--- src/rtl/if_fetch_unit.sv ---
// Fetch stage: owns the PC, issues one outstanding request at a time, and feeds IF/ID.
// InstrF is combinational from imem_rdata; a word that lands under StallD is parked in buf.
module if_fetch_unit #(
  parameter logic [31:0] RESET_PC = 32'h0000_0000
) (
  input  logic        clk,
  input  logic        rst,
  input  logic        StallD,
  input  logic        BranchD,
  input  logic [31:0] PCBranchD,
  output logic        imem_req,
  output logic [31:0] imem_addr,
  input  logic        imem_ready,
  input  logic [31:0] imem_rdata,
  output logic [31:0] InstrF,
  output logic [31:0] PCPlus4F,
  output logic        IF_Stall,
  output logic        IF_Flush
);

  typedef enum logic [1:0] {
    FETCH   = 2'd0,
    VALID   = 2'd1,
    DISCARD = 2'd2
  } state_e;

  state_e      state_q, state_d;
  logic [31:0] pc_q, pc_d;
  logic [31:0] buf_q, buf_d;
  logic [31:0] redir_pc_q, redir_pc_d;
  logic [31:0] pc_plus4;
  logic        redirect;
  logic        valid_f;

  // A branch under StallD is dropped; the hazard unit re-asserts it once ID moves.
  assign redirect = BranchD & ~StallD;
  assign pc_plus4 = pc_q + 32'd4;
  assign valid_f  = (state_q == VALID) | ((state_q == FETCH) & imem_ready);

  always_ff @(posedge clk) begin
    if (rst) begin
      state_q    <= FETCH;
      pc_q       <= RESET_PC;
      buf_q      <= 32'h0;
      redir_pc_q <= 32'h0;
    end else begin
      state_q    <= state_d;
      pc_q       <= pc_d;
      buf_q      <= buf_d;
      redir_pc_q <= redir_pc_d;
    end
  end

  always_comb begin
    state_d    = state_q;
    pc_d       = pc_q;
    buf_d      = buf_q;
    redir_pc_d = redir_pc_q;
    case (state_q)
      FETCH: begin
        if (redirect) begin
          if (imem_ready) begin
            pc_d = PCBranchD;
          end else begin
            // Request stays outstanding; remember where to go once it drains.
            redir_pc_d = PCBranchD;
            state_d    = DISCARD;
          end
        end else if (imem_ready) begin
          if (StallD) begin
            buf_d   = imem_rdata;
            state_d = VALID;
          end else begin
            pc_d = pc_plus4;
          end
        end
      end
      VALID: begin
        if (redirect) begin
          pc_d    = PCBranchD;
          state_d = FETCH;
        end else if (!StallD) begin
          pc_d    = pc_plus4;
          state_d = FETCH;
        end
      end
      DISCARD: begin
        if (redirect) begin
          redir_pc_d = PCBranchD;
        end
        if (imem_ready) begin
          pc_d    = redirect ? PCBranchD : redir_pc_q;
          state_d = FETCH;
        end
      end
      default: begin
        state_d = FETCH;
      end
    endcase
  end

  always_comb begin
    imem_req  = (state_q != VALID);
    imem_addr = pc_q;
    InstrF    = (state_q == VALID) ? buf_q : imem_rdata;
    PCPlus4F  = pc_plus4;
    IF_Stall  = StallD;
    IF_Flush  = ~StallD & (redirect | ~valid_f);
  end

endmodule
--- config.mk ---
export PLATFORM = sky130hd
export DESIGN_NAME = if_fetch_unit
export DESIGN_NICKNAME = d
export VERILOG_FILES = /design/src/rtl/if_fetch_unit.sv
export SDC_FILE = /design/constraint.sdc
export NUM_CORES = 1
export LEC_CHECK = 0
export ABC_AREA = 1
export CAP_MARGIN = 30
export CORE_MARGIN = 2
export CORE_UTILIZATION = 50
export CTS_CLUSTER_SIZE = 12
export DETAILED_ROUTE_END_ITERATION = 10
export GPL_ROUTABILITY_DRIVEN = 1
export MAX_ROUTING_LAYER = met4
export PLACE_DENSITY = 0.94
export SLEW_MARGIN = 5
export SYNTH_ARGS = -nofsm -noshare
export SYNTH_HDL_FRONTEND = slang
export SYNTH_SLANG_ARGS = --single-unit
--- constraint.sdc ---
create_clock -name clk -period 4.9 [get_ports clk]
set_clock_uncertainty 0.1 [all_clocks]
set_input_delay 0.98 -clock clk [delete_from_list [all_inputs] [get_ports clk]]
set_output_delay 0.98 -clock clk [all_outputs]
set_load 0.03 [all_outputs]
---- Word-level counts from Yosys, hierarchy flattened ----
Index checks and enable logic that the tools add are counted.
cells by class
  add/sub/neg operators ................... 1
  equality and inequality tests ........... 11
  multiplexer cells ....................... 20
  bitwise logic cells ..................... 8
  reduce and logical (&&, ||, !) cells .... 7
operators by type and width
  operator                                             count
  two-way mux 32 bit                                   10
  one-hot mux 32 bit (3 select lines)                  1
  one-hot mux 32 bit (2 select lines)                  1
  adder 32 x 3 -> 32 bit, second input constant        1
  two-way mux 2 bit                                    7
  != test 3 bit, second input constant                 4
  != test 2 bit, second input constant                 4
  one-hot mux 2 bit (3 select lines)                   1
  AND reduction 3 bit                                  2
  AND reduction 5 bit                                  1
  AND reduction 4 bit                                  1
  bitwise AND 1 bit                                    3
  inverter 1 bit                                       3
  nonzero test 3 bit                                   1
  equality test 2 x 1 -> 1 bit, second input constant  1
  equality test 2 bit, second input constant           1
  zero test 2 bit                                      1
  != test 2 x 1 -> 1 bit, second input constant        1
  OR 1 bit                                             2
  nonzero test 2 bit                                   1
storage, ports and cells
  flip-flop bits (word level) ............. 98
  input port bits ......................... 69
  output and inout port bits .............. 99
  logic and storage cells ................. 51

---- Longest topological paths before layout ----
Gate-level depths: netlist of run 1.
  depth in word-level cells ............... 6
  mapped depth ............................ 12
  gate-level depth less buffers ........... 12

---- Worst setup path after synthesis of run 1 ----
Ideal clock, no wire load.
  kind .................................... register to output
  from .................................... register pc_q[3], in the netlist imem_addr[3]
  to ...................................... output port PCPlus4F[12]
  arrival time ............................ 1,774 ps
  required time ........................... 3,820 ps
  path slack .............................. 2,046 ps
  cell stages (with the launch flop) ...... 7
  buffers on the path ..................... 0
  path through ............................ dfxtp_1 > ha_1 > nand2_1 > nor2_2 > nand2_4 > nor2_4 > xor2_1
between the ends
  word-level cells in the longest chain between the ends .. 1
RTL lines
  element                 line  text
  from (decl)             28    logic [31:0] pc_q, pc_d;
  from (signal assigned)  48    pc_q <= pc_d;
  adder 32 x 3 -> 32 bit  37    assign pc_plus4 = pc_q + 32'd4;
  to (decl)               16    output logic [31:0] PCPlus4F,
No other way between the ends.

---- Final worst setup path of run 1 ----
  from .................................... input port StallD
  to ...................................... register redir_pc_q[5]
between the ends
  word-level cells in the longest chain between the ends .. 4
  elaborated cells between the ends (all ways) .. 6
  classes of those cells .................. 1 x eq/ne; 2 x mux; 2 x bitwise; 1 x reduce/logical
RTL lines
  element                                                                            line  text
  from (decl)                                                                        8     input logic StallD,
  inverter 1 bit (*)                                                                 36    assign redirect = BranchD & ~StallD;
  bitwise AND 1 bit (*)                                                              36
  two-way mux 32 bit / != test 2 bit (equally long branches)                         --
  one-hot mux 32 bit (2 select lines) / AND reduction 3 bit (equally long branches)  --
  to (signal assigned)                                                               50    redir_pc_q <= redir_pc_d;
  to (decl)                                                                          30    logic [31:0] redir_pc_q, redir_pc_d;
Mark *: on every way between the ends. The rest lies on a longest branch, timed or not.
A chain may end at the register's enable or synchronous reset.

==> metrics list, run 1 <==
* Outcome: finished clean
- Post-layout instance area: 7800 µm²
- Post-CTS Setup Inserts: 0
- Post-layout nets: 1146
* Compound-cell area share of the yosys netlist: 20.0%
* Post-synthesis instance area: 5790 µm²
- Post-Layout Cell Count: 1222
- The initialized floorplan defines 39 standard-cell rows.
* Share of cell area taken by muxes after synthesis: 0%
- Final-report hold violation count: 0
* Clock period minus final worst setup slack: 3.77 ns
- After synthesis, the share of flip-flops with an asynchronous set or reset is 0%.
- Count of different cell masters after synthesis: 32
* Number of DRC markers after the initial detailed-route iteration: 669
- After synthesis, the largest family of logic cells by area is simple AND/OR/NAND/NOR gates.
- Cell chosen for the clock root: clkbuf_16
- Clock-pin slew was measured on the worst setup and hold paths at 0.07 ns.
- Drt pass-1 iters: 6
* Chain of cells forming the critical path: clkdlybuf4s50_1 > inv_2 > nand2_2 > buf_4 > inv_2 > nand2_1 > nand2_2 > o21ai_0 > a21oi_1
* Total routing usage reported by global routing: 28.6%
- The library cells used most frequently in the layout, excluding fill and tap cells, are 331 x nand2_1, 167 x clkdlybuf4s50_1, 121 x nor2_1.
- Vias after detailed routing: 6717
* Number of global-route vias before repair: 6015
- Number of design rule violations left after detail routing: 0
- After detailed routing, the number of vias per cell comes to 5.50.
- Once the floorplan was initialized, standard cells occupied 50.9% of the core.
* Crit Path Class: in2reg
* Fraction of final layout cells with drive strength greater than 1: 5.38%
- 0 antenna diodes ended up in the layout.
* Number of levels in the clock H-tree: 3
- Setup violations remaining at the end of the flow were counted as 0.
- The number of antenna violations at the first check in global routing was 0.
- Filler Cells Inserted: 949
- Counting every net in the synthesized netlist gives 1014.
- Yosys Warn Count: 0
- Arrival time of data at the critical path endpoint: 3.90 ns
- The count of nets left with antenna violations once routing finished came out at 0.
- The path class of the tightest hold or removal check is reg2reg.
- GR Overflow Total: 0
- Cell leakage power: 3.31 nW
- Area used by multi-input combinational logic: 3400 µm²
- After synthesis, flip-flops and latches occupy 33.9% of the total area.
* Critical path capture point type: flop
- The wire-length estimate of the detail-placed layout is 11800 µm.
* Crit path max-delay cell type: nand2_2
* Delay-heaviest family, CP: buffers and inverters
- Hold is met by 0.413 ns.
- Final Power: 2.57 mW
- Worst path buffer plus inverter count: 4
* Count of mapped cells out of synthesis: 944
* Kind of launch point of the worst setup path: input port
* Post-synthesis share of cell area spent on xor and xnor gates: 3.05%
* Final TNS setup: 0 ns
* Clock sink total: 98
- Floorplan core area: 11400 µm²
- After Yosys synthesis, full adders, half adders and majority gates account for 0.216% of the synthesized area.
- The tool flagged a number of max-cap violations equal to 0.
- Across the whole layout, storage elements account for 1960 µm².
- Skew-Pair Late Insertion Delay: 0.35 ns
* Total CTS buffers: 9
* Final Routed Wirelength: 17800 µm
* Die outline width: 112 µm
- Setup repair after global routing left no endpoint under its margin.
* Max-slew headroom: 42.0%
- Peak clock frequency supported by timing: 0.266 GHz
* Area after detailed placement: 7510 µm²
- Maximum number of pins on one net before global-route repair: 87
- Across the VDD grid, the largest voltage drop is 0.205 mV.
- Area fraction in and, or, nand and nor cells after synthesis: 35.5%
- Hold Buf Count CTS: 0
- Slew at the pin closest to its max-slew limit: 0.867 ns
* Gates resized, CTS repair: 0
- In the synthesized netlist the dominant register cell turns out to be dfxtp_1.
* First-pass GRT wire length: 28400 µm
* Worst Path Required: 5.03 ns
- IO Pins: 168
- Number of max-slew violations in the final report: 0
- The die covers 12500 µm².
* Max Root-Sink Buffers: 2
- Syn avg cell area: 6.13 µm²
- Compared with the post-synthesis result, the final layout area differs by 34.8%.
- In this run the vertical extent of the chip is 112 µm.
- Power per cell area: 329 nW/µm²
- Portion of the clock cycle consumed by the worst path in the final layout: 76.9%
* Placed instance count: 1208
- Clock tree from TritonCTS: built
* Most common library cell in the layout ignoring fill and taps: nand2_1
- Routability-driven placement finished with a final weighted congestion of 0.940.
- For this run, the slowest stage of the critical path takes 0.65 ns.
* Post-synth EDFFs: 0
* Maximum fanout count along the critical path: 62
* Count of port buffers added during placement: 167
- Wire length per cell after detailed routing: 14.6 µm
- Synthesis inferred 98 register bits.
## layout make-up
type	count	share of cell area (%)
Clock buffer	12	3.29
Clock inverter	2	0.481
Inverter	50	2.41
Multi-Input combinational cell	741	43.6
Sequential cell	98	25.1
Tap cell	143	2.29
Timing Repair Buffer	176	22.8
## per-stage QoR
stage / util, % / setup slack [ns]
after floorplan: - / 2.05
after global placement: 65.6 / 0.944
after detailed placement: 66.1 / 0.800
after CTS: 68.6 / 1.13
after global routing: 68.6 / 0.816
final: 68.6 / 1.13
## layer usage
metal	GRT usage, %	routed length, µm	up-vias
li1	-	-	3284
met1	35.4	7270	3070
met2	46.5	8430	328
met3	5.61	1660	35
met4	10.8	452	0
met5	-	0	-
## worst min-delay path: stages (launching register included)
cell and delay [ns]:
dfxtp_1 0.32, o21ai_0 0.08, nor2_1 0.08
## cells by family after synthesis
| logic type | count (synthesis) |
|---|---|
| adder cells (fa/ha/maj) | 1 |
| AND/OR/NAND/NOR | 502 |
| flip-flops | 98 |
| buffers and inverters | 105 |
| AO/OA/AOI/OAI | 223 |
| XOR/XNOR | 15 |
## final timing paths
kind | startpoint | end | slack [ns] | cells after the start
setup / recovery | StallD | redir_pc_q[5] | 1.13 | 9
hold / removal | buf_q[29] | buf_q[29] | 0.41 | 2
setup reg to reg | state_q[1] | redir_pc_q[1] | 1.83 | 7
hold reg to reg | buf_q[29] | buf_q[29] | 0.41 | 2
## flip-flops by register name (all words and copies together) (netlist names)
signal,count
buf_q,32
imem_addr,32
redir_pc_q,32
state_q,2
## power by group
group / switching [mW] / internal, mW
clock network: 0.307 / 0.419
logic: 0.526 / 0.333
registers: 0.0901 / 0.894
total: 0.923 / 1.65
## synth_stat cells, types with 2 or more instances
master / n / area share [%]
xor2_2: 6 / 1.7
dfxtp_1: 98 / 34
o221ai_1: 2 / 0.30
nand2_1: 331 / 21
nand3_1: 15 / 1.3
a21oi_1: 97 / 8.4
nor2_2: 4 / 0.43
and2_1: 5 / 0.54
nand2_2: 6 / 0.65
o21ai_0: 110 / 9.5
clkbuf_1: 36 / 2.3
inv_1: 44 / 2.9
nor3_1: 2 / 0.17
nand2_4: 2 / 0.39
inv_2: 6 / 0.39
buf_2: 10 / 0.86
nand3b_1: 6 / 0.78
buf_4: 5 / 0.65
xor2_1: 5 / 0.76
xnor2_1: 4 / 0.61
a2111oi_1: 2 / 0.35
nor2_1: 121 / 7.8
buf_1: 4 / 0.26
nor2_4: 10 / 1.9
a31oi_1: 6 / 0.65
Power figures use the tool's default switching activity.
==> inputs of run 2 (changes only) <==
CORE_UTILIZATION = 44   (was 50)
PLACE_DENSITY = 0.88   (was 0.94)
clock period = 3.43 ns   (was 4.9 ns; I/O delays follow)
==> metrics list, run 2 (synthesis results as in run 1) <==
- Outcome: finished clean (unchanged).
* Peak clock frequency supported by timing: 0.305 GHz
* Critical path capture point type: output pin (was flop)
- The core area is 12700 µm² (was 11400 µm²).
- Crit path max-delay cell type: clkdlybuf4s50_1 (was nand2_2)
- Clock period minus final worst setup slack: 3.28 ns
- The sum of buffers and inverters on the critical path is 1 (was 4).
- The kind of start point of the critical path is a flop (was input port).
- Most used cells in the layout excluding fill and tap cells: 331 x nand2_1, 165 x clkdlybuf4s50_1, 121 x nor2_1 (was 331 x nand2_1, 167 x clkdlybuf4s50_1, 121 x nor2_1)
- The filler cell count in the final layout came to 1194 (was 949).
* Total routing usage reported by global routing: 25.7% (was 28.6%)
- The remaining antenna violation count was 0 (unchanged).
- The DRC violation count after routing is 0 (unchanged).
- The met1 capacity usage during global routing is 33.2% (was 35.4%).
- The per-cell routed wire length is 14.3 µm (was 14.6 µm).
- The number of buffers created by CTS is 9 (unchanged).
* Area of the die: 14100 µm² (was 12500 µm²)
- The count of instances resized after the clock tree is built came to 0 (unchanged).
- In the finished design, the share of the clock period the worst path needs comes to 95.6%.
- The global-route track usage on met2 was 40.6% (was 46.5%).
- Vert. Die Dim: 119 µm (was 112 µm)
- The post-CTS setup buffer count was 0 (unchanged).
- The number of detailed-routing iterations run before antenna repair is 8 (was 6).
- The effective utilization at floorplan was 45.5% (was 50.9%).
- Most common library cell in the layout ignoring fill and taps: nand2_1 (unchanged)
- The worst slew slack as a fraction of its limit is 46.6% (was 42.0%).
- Power per cell area: 470 nW/µm² (was 329 nW/µm²)
- Die outline width: 119 µm (was 112 µm)
* Antenna diode instance count: 0 (unchanged)
* Maximum number of pins on one net before global-route repair: 86 (was 87)
- The total congestion overflow after global routing came to 0 (unchanged).
- Maximum fanout count along the critical path: 5 (was 62)
- The clock sink count was 98 (unchanged).
- Final setup violation count: 0 (unchanged)
- Clock tree from TritonCTS: built (unchanged)
- Post-Layout Cell Count: 1254 (was 1222)
- HPWL after detailed placement: 12300 µm (was 11800 µm)
* # Max-Cap Violations: 0 (unchanged)
* Placed instance count: 1239 (was 1208)
* Number of DRC markers after the initial detailed-route iteration: 748 (was 669)
- The final max-slew violation count came to 0 (unchanged).
- Fraction of final layout cells with drive strength greater than 1: 5.64% (was 5.38%)
- Cell chosen for the clock root: clkbuf_16 (unchanged)
* Final GP Congestion: 0.914 (was 0.940)
- The net total in the final layout was 1149 (was 1146).
- The CTS clock-pin slew for the worst setup and hold paths is 0.07 ns (about the same).
* Cell row count: 41 (was 39)
- Cell seen most often among critical-path stages: nand2_1
* Per-cell via count in the routed design: 5.24 (was 5.50)
- The final-layout setup total negative slack is 0 ns (unchanged).
* IO Pins: 168 (unchanged)
- Vias after detailed routing: 6575 (was 6717)
- Arrival time of data at the critical path endpoint: 2.49 ns (was 3.90 ns)
- Final-report hold violation count: 0 (unchanged)
- The critical path class is reg2out (was in2reg).
- Hold Path Class: reg2reg (unchanged)
- Skew-Pair Late Insertion Delay: 0.35 ns (about the same)
- Max Root-Sink Buffers: 2 (unchanged)
- Initial antenna violation count: 0 (unchanged)
- The wire length after detailed routing came to 18000 µm (was 17800 µm).
- The pin slew with the least headroom to its limit was 0.801 ns (was 0.867 ns).
- Setup repair after global routing missed its margin: false (unchanged).
- Hold Buf Count CTS: 0 (unchanged)
- First-pass GRT wire length: 29000 µm (was 28400 µm)
* Number of global-route vias before repair: 5987 (was 6015)
* Met3 Resource Use GR: 5.26% (was 5.61%)
- Chain of cells forming the critical path: ha_1 > nand2_1 > nor2_2 > nand2_4 > nor2_4 > nand2_1 > nand2_1 > and2_1 > clkdlybuf4s50_1 (was clkdlybuf4s50_1 > inv_2 > nand2_2 > buf_4 > inv_2 > nand2_1 > nand2_2 > o21ai_0 > a21oi_1).
* Busiest layer in global routing: met2 (unchanged)
- The dominant delay contributor by cell family on the critical path is simple AND/OR/NAND/NOR gates (was buffers and inverters).
- The data required time at the worst endpoint was 2.64 ns (was 5.03 ns).
* Number of levels in the clock H-tree: 3 (unchanged)
- Layout overhead on the synthesized area: 36.6% (was 34.8%)
- The number of buffers added on ports came to 167 (unchanged).
- Delay of the slowest critical-path stage: 0.67 ns (was 0.65 ns)
* Cell leakage power: 3.37 nW (was 3.31 nW)
* IR Drop Worst-Case VDD: 0.221 mV (was 0.205 mV)
-- run 2: changes by cell type in the layout (fill, tap and decap cells not counted), sizes merged --
cell | previous run | this run
buf | 9 | 12
bufinv | 1 | 2
clkbuf | 12 | 11
clkdlybuf4s50 | 167 | 165
clkinv | 0 | 1
clkinvlp | 1 | 0
dlymetal6s2s | 0 | 2
-- run 2: final cells by class --
class / count / area [µm²] / area share, %
Tap cell: 172 / 215 / 2.72
Multi-Input combinational cell: 741 / 3400 / 43.0
Clock buffer: 11 / 243 / 3.07
Timing Repair Buffer: 179 / 1830 / 23.2
Sequential cell: 98 / 1960 / 24.8
Inverter: 50 / 188 / 2.37
Clock inverter: 3 / 65.1 / 0.823
-- run 2: final timing paths --
check,cells past startpoint,startpoint,slack [ns],endpoint
worst min register to register,2,buf_q[3],0.42,buf_q[3]
worst min-delay path,2,buf_q[3],0.42,buf_q[3]
worst max-delay path,9,imem_addr[2],0.15,PCPlus4F[22]
worst max register to register,7,state_q[1],1.38,redir_pc_q[0]
-- run 2: per-layer routing --
metal / wire length [µm] / vias up
li1: - / 3293
met1: 7710 / 2963
met2: 8410 / 291
met3: 1540 / 28
met4: 318 / 0
met5: 0 / -
-- run 2: metrics by stage --
step	power (mW)	utilization (%)	hold slack, ns	area, µm²	setup WS (ns)
4_1_cts	3.73	61.9	0.418	7870	0.0925
6_report	3.72	62.1	0.416	7910	0.150
3_5_place_dp	2.65	59.5	0.399	7570	0.283
5_1_grt	3.90	62.1	0.440	7910	0.00904
3_3_place_gp	2.62	59.3	0.393	7540	0.261
2_1_floorplan	2.15	-	0.378	5790	0.870
-- run 2: where the power goes --
group	total (mW)	leakage, nW	internal, mW	switching, mW
Sequential	1.40	0.807	1.28	0.122
Clock	1.08	0.151	0.651	0.432
Combinational	1.24	2.41	0.487	0.752
-- run 2: tightest hold or removal path, stage by stage (launching register included) --
cell and delay [ns]:
dfxtp_1 0.32, o21ai_0 0.08, nor2_1 0.08
==> inputs of run 3 (changes only) <==
CORE_MARGIN = not set   (was 2)
==> metrics list, run 3 (synthesis results as in run 1) <==
- RR Endpoint: redir_pc_q[1] (was redir_pc_q[0])
- The core area was 12700 µm² (unchanged).
- Cell chosen for the clock root: clkbuf_16 (unchanged)
- Layout overhead on the synthesized area: 36.4% (was 36.6%)
* Skew-Pair Late Insertion Delay: 0.36 ns (was 0.35 ns)
- Post-layout instance area: 7900 µm² (was 7910 µm²)
- The DRC violation count after routing came to 0 (unchanged).
- The wire length after detailed routing is 18100 µm (was 18000 µm).
* Clock share of power: 29.8% (was 29.1%)
- The CTS clock-pin slew for the worst setup and hold paths was 0.07 ns (about the same).
* Slew at the pin closest to its max-slew limit: 0.670 ns (was 0.801 ns)
- The source of the worst register-to-register timing path is state_q[1] (unchanged).
* Number of max-slew violations in the final report: 0 (unchanged)
- Power Internal: 2.39 mW (was 2.41 mW)
- Max-slew headroom: 55.3% (was 46.6%)
- Chain of cells forming the critical path: ha_1 > nand2_1 > nor2_2 > nand2_4 > nor2_4 > xor2_2 > clkdlybuf4s50_1 (was ha_1 > nand2_1 > nor2_2 > nand2_4 > nor2_4 > nand2_1 > nand2_1 > and2_1 > clkdlybuf4s50_1)
* HPWL after detailed placement: 12100 µm (was 12300 µm)
- Pre-CTS WS: 0.326 ns (was 0.283 ns)
- Clock period minus final worst setup slack: 3.24 ns (was 3.28 ns)
- Sw Share: 36.1% (was 35.1%)
- The number of buffers added on ports is 167 (unchanged).
- The placement row count came to 41 (unchanged).
- The effective utilization at floorplan was 45.5% (unchanged).
- The die span in y came to 117 µm (was 119 µm).
* Peak clock frequency supported by timing: 0.308 GHz (was 0.305 GHz)
- Worst path buffer plus inverter count: 1 (unchanged)
* Kind of launch point of the worst setup path: flop (unchanged)
* Area used by multi-input combinational logic: 3400 µm² (unchanged)
- Cell depth of the worst flop-to-flop path: 7 (unchanged)
* Number of levels in the clock H-tree: 3 (unchanged)
- The register cell area after layout came to 1960 µm² (unchanged).
- The count of inserted antenna diode cells was 0 (unchanged).
* Delay of the slowest critical-path stage: 0.70 ns (was 0.67 ns)
- The via count of the first global-routing pass came to 5910 (was 5987).
- The final cell utilization of the core was 62.1% (about the same).
- The static leakage power was 3.44 nW (was 3.37 nW).
* Outcome: finished clean (unchanged)
- Wire length per cell after detailed routing: 14.4 µm (was 14.3 µm)
* Placed instance count: 1240 (was 1239)
- The routed via count divided by cell count is 5.31 (was 5.24).
* Hold-critical path depth: 2 (unchanged)
* Setup repair after global routing missed its margin: false (unchanged)
* Area after detailed placement: 7560 µm² (was 7570 µm²)
* Gate power share: 32.7% (was 33.3%)
- The number of violations reported at the end of detailed-routing iteration 0 is 648 (was 748).
* Area of the die: 13600 µm² (was 14100 µm²)
- The horizontal die dimension was 117 µm (was 119 µm).
- The largest vdd supply drop is 0.214 mV (was 0.221 mV).
- The critical path class is reg2out (unchanged).
- Delay-heaviest family, CP: buffers and inverters (was simple AND/OR/NAND/NOR gates)
- Final GP Congestion: 0.945 (was 0.914)
- Part of the power in registers: 37.5% (was 37.6%)
* Net switching component of the power: 1.35 mW (was 1.31 mW)
- Portion of the clock cycle consumed by the worst path in the final layout: 94.5% (was 95.6%)
- Hold slack: 0.415 ns (was 0.416 ns)
- The filler-free cell count of the finished design was 1256 (was 1254).
- The slack of the critical path is 0.188 ns (was 0.150 ns).
- The number of detailed-routing iterations run before antenna repair is 5 (was 8).
* Clock sink total: 98 (unchanged)
- The sink of the worst hold path is buf_q[4] (was buf_q[3]).
* Crit path max-delay cell type: clkdlybuf4s50_1 (unchanged)
- The number of buffers created by CTS is 9 (unchanged).
- The filler cell count in the final layout was 1152 (was 1194).
- GR Overflow Total: 0 (unchanged)
- Power per cell area: 474 nW/µm² (was 470 nW/µm²)
* Most used cells in the layout excluding fill and tap cells: 331 x nand2_1, 160 x clkdlybuf4s50_1, 121 x nor2_1 (was 331 x nand2_1, 165 x clkdlybuf4s50_1, 121 x nor2_1)
- Fraction of final layout cells with drive strength greater than 1: 5.81% (was 5.64%)
* Number of antenna-violating nets in the routed design: 0 (unchanged)
- The startpoint of the lowest-slack hold path is buf_q[4] (was buf_q[3]).
- The first-pass GRT wire length is 28700 µm (was 29000 µm).
- Final Power: 3.75 mW (was 3.72 mW)
- # Max-Cap Violations: 0 (unchanged)
- Hold Buf Count CTS: 0 (unchanged)
- Post-layout nets: 1149 (unchanged)
- The number of setup violations in the final report was 0 (unchanged).
* Vias after detailed routing: 6673 (was 6575)
- Setup slack, reg-to-reg: 1.15 ns (was 1.38 ns)
- Arrival time of data at the critical path endpoint: 2.46 ns (was 2.49 ns)
* Maximum fanout count along the critical path: 5 (unchanged)
- The final-layout setup total negative slack was 0 ns (unchanged).
- Most common library cell in the layout ignoring fill and taps: nand2_1 (unchanged)
* Max Root-Sink Buffers: 2 (unchanged)
* Final-report hold violation count: 0 (unchanged)
- The data required time at the worst endpoint was 2.64 ns (about the same).
* IO Pins: 168 (unchanged)
* Critical path capture point type: output pin (unchanged)
- Maximum number of pins on one net before global-route repair: 63 (was 86)
- Initial antenna violation count: 0 (unchanged)
- Total routing usage reported by global routing: 27.7% (was 25.7%)
* Clock tree from TritonCTS: built (unchanged)
- The worst hold path class is reg2reg (unchanged).
-- run 3: power groups by stage --
stage / combinational (mW) / sequential [mW] / clock [mW]
2_1_floorplan: 0.674 / 1.48 / 0
3_3_place_gp: 1.20 / 1.42 / 0
3_5_place_dp: 1.22 / 1.42 / 0
4_1_cts: 1.22 / 1.40 / 1.12
5_1_grt: 1.33 / 1.42 / 1.16
6_report: 1.23 / 1.41 / 1.11
-- run 3: cell type report --
class / count / area share, %
clock buffer: 10 / 2.90
clock inverter: 6 / 1.14
inverter: 50 / 2.38
multi-input combinational: 741 / 43.1
sequential: 98 / 24.8
tap: 172 / 2.72
timing repair buffer: 179 / 22.9
-- run 3: worst max-delay path by stage --
stage | start | to | cells past startpoint
after global routing | imem_addr[2] | PCPlus4F[14] | 7
after floorplan | imem_addr[3] | PCPlus4F[12] | 6
after CTS | imem_addr[2] | PCPlus4F[26] | 9
final | imem_addr[2] | PCPlus4F[14] | 7
after detailed placement | imem_ready | IF_Flush | 7
after global placement | imem_ready | IF_Flush | 7
-- run 3: per-layer routing --
metal | part of all wire [%] | track usage, % | vias up
li1 | - | - | 3289
met5 | 0 | - | -
met3 | 9.1 | 4.00 | 26
met2 | 46 | 43.4 | 363
met1 | 43 | 36.1 | 2995
met4 | 1.8 | 10.4 | 0
-- run 3: what timing repair did --
item / in CTS / in global routing
setup endpoints to repair: 0 / 7
gates resized for setup: 0 / 7
buffers inserted: 0 / 0
-- run 3: worst reg2reg max path, delay by kind of cell, from the launching register on --
family / cells / cell delay [ns]
buffers and inverters: 4 / 1.18
AO/OA/AOI/OAI: 2 / 0.48
flip-flops: 1 / 0.35
AND/OR/NAND/NOR: 1 / 0.04
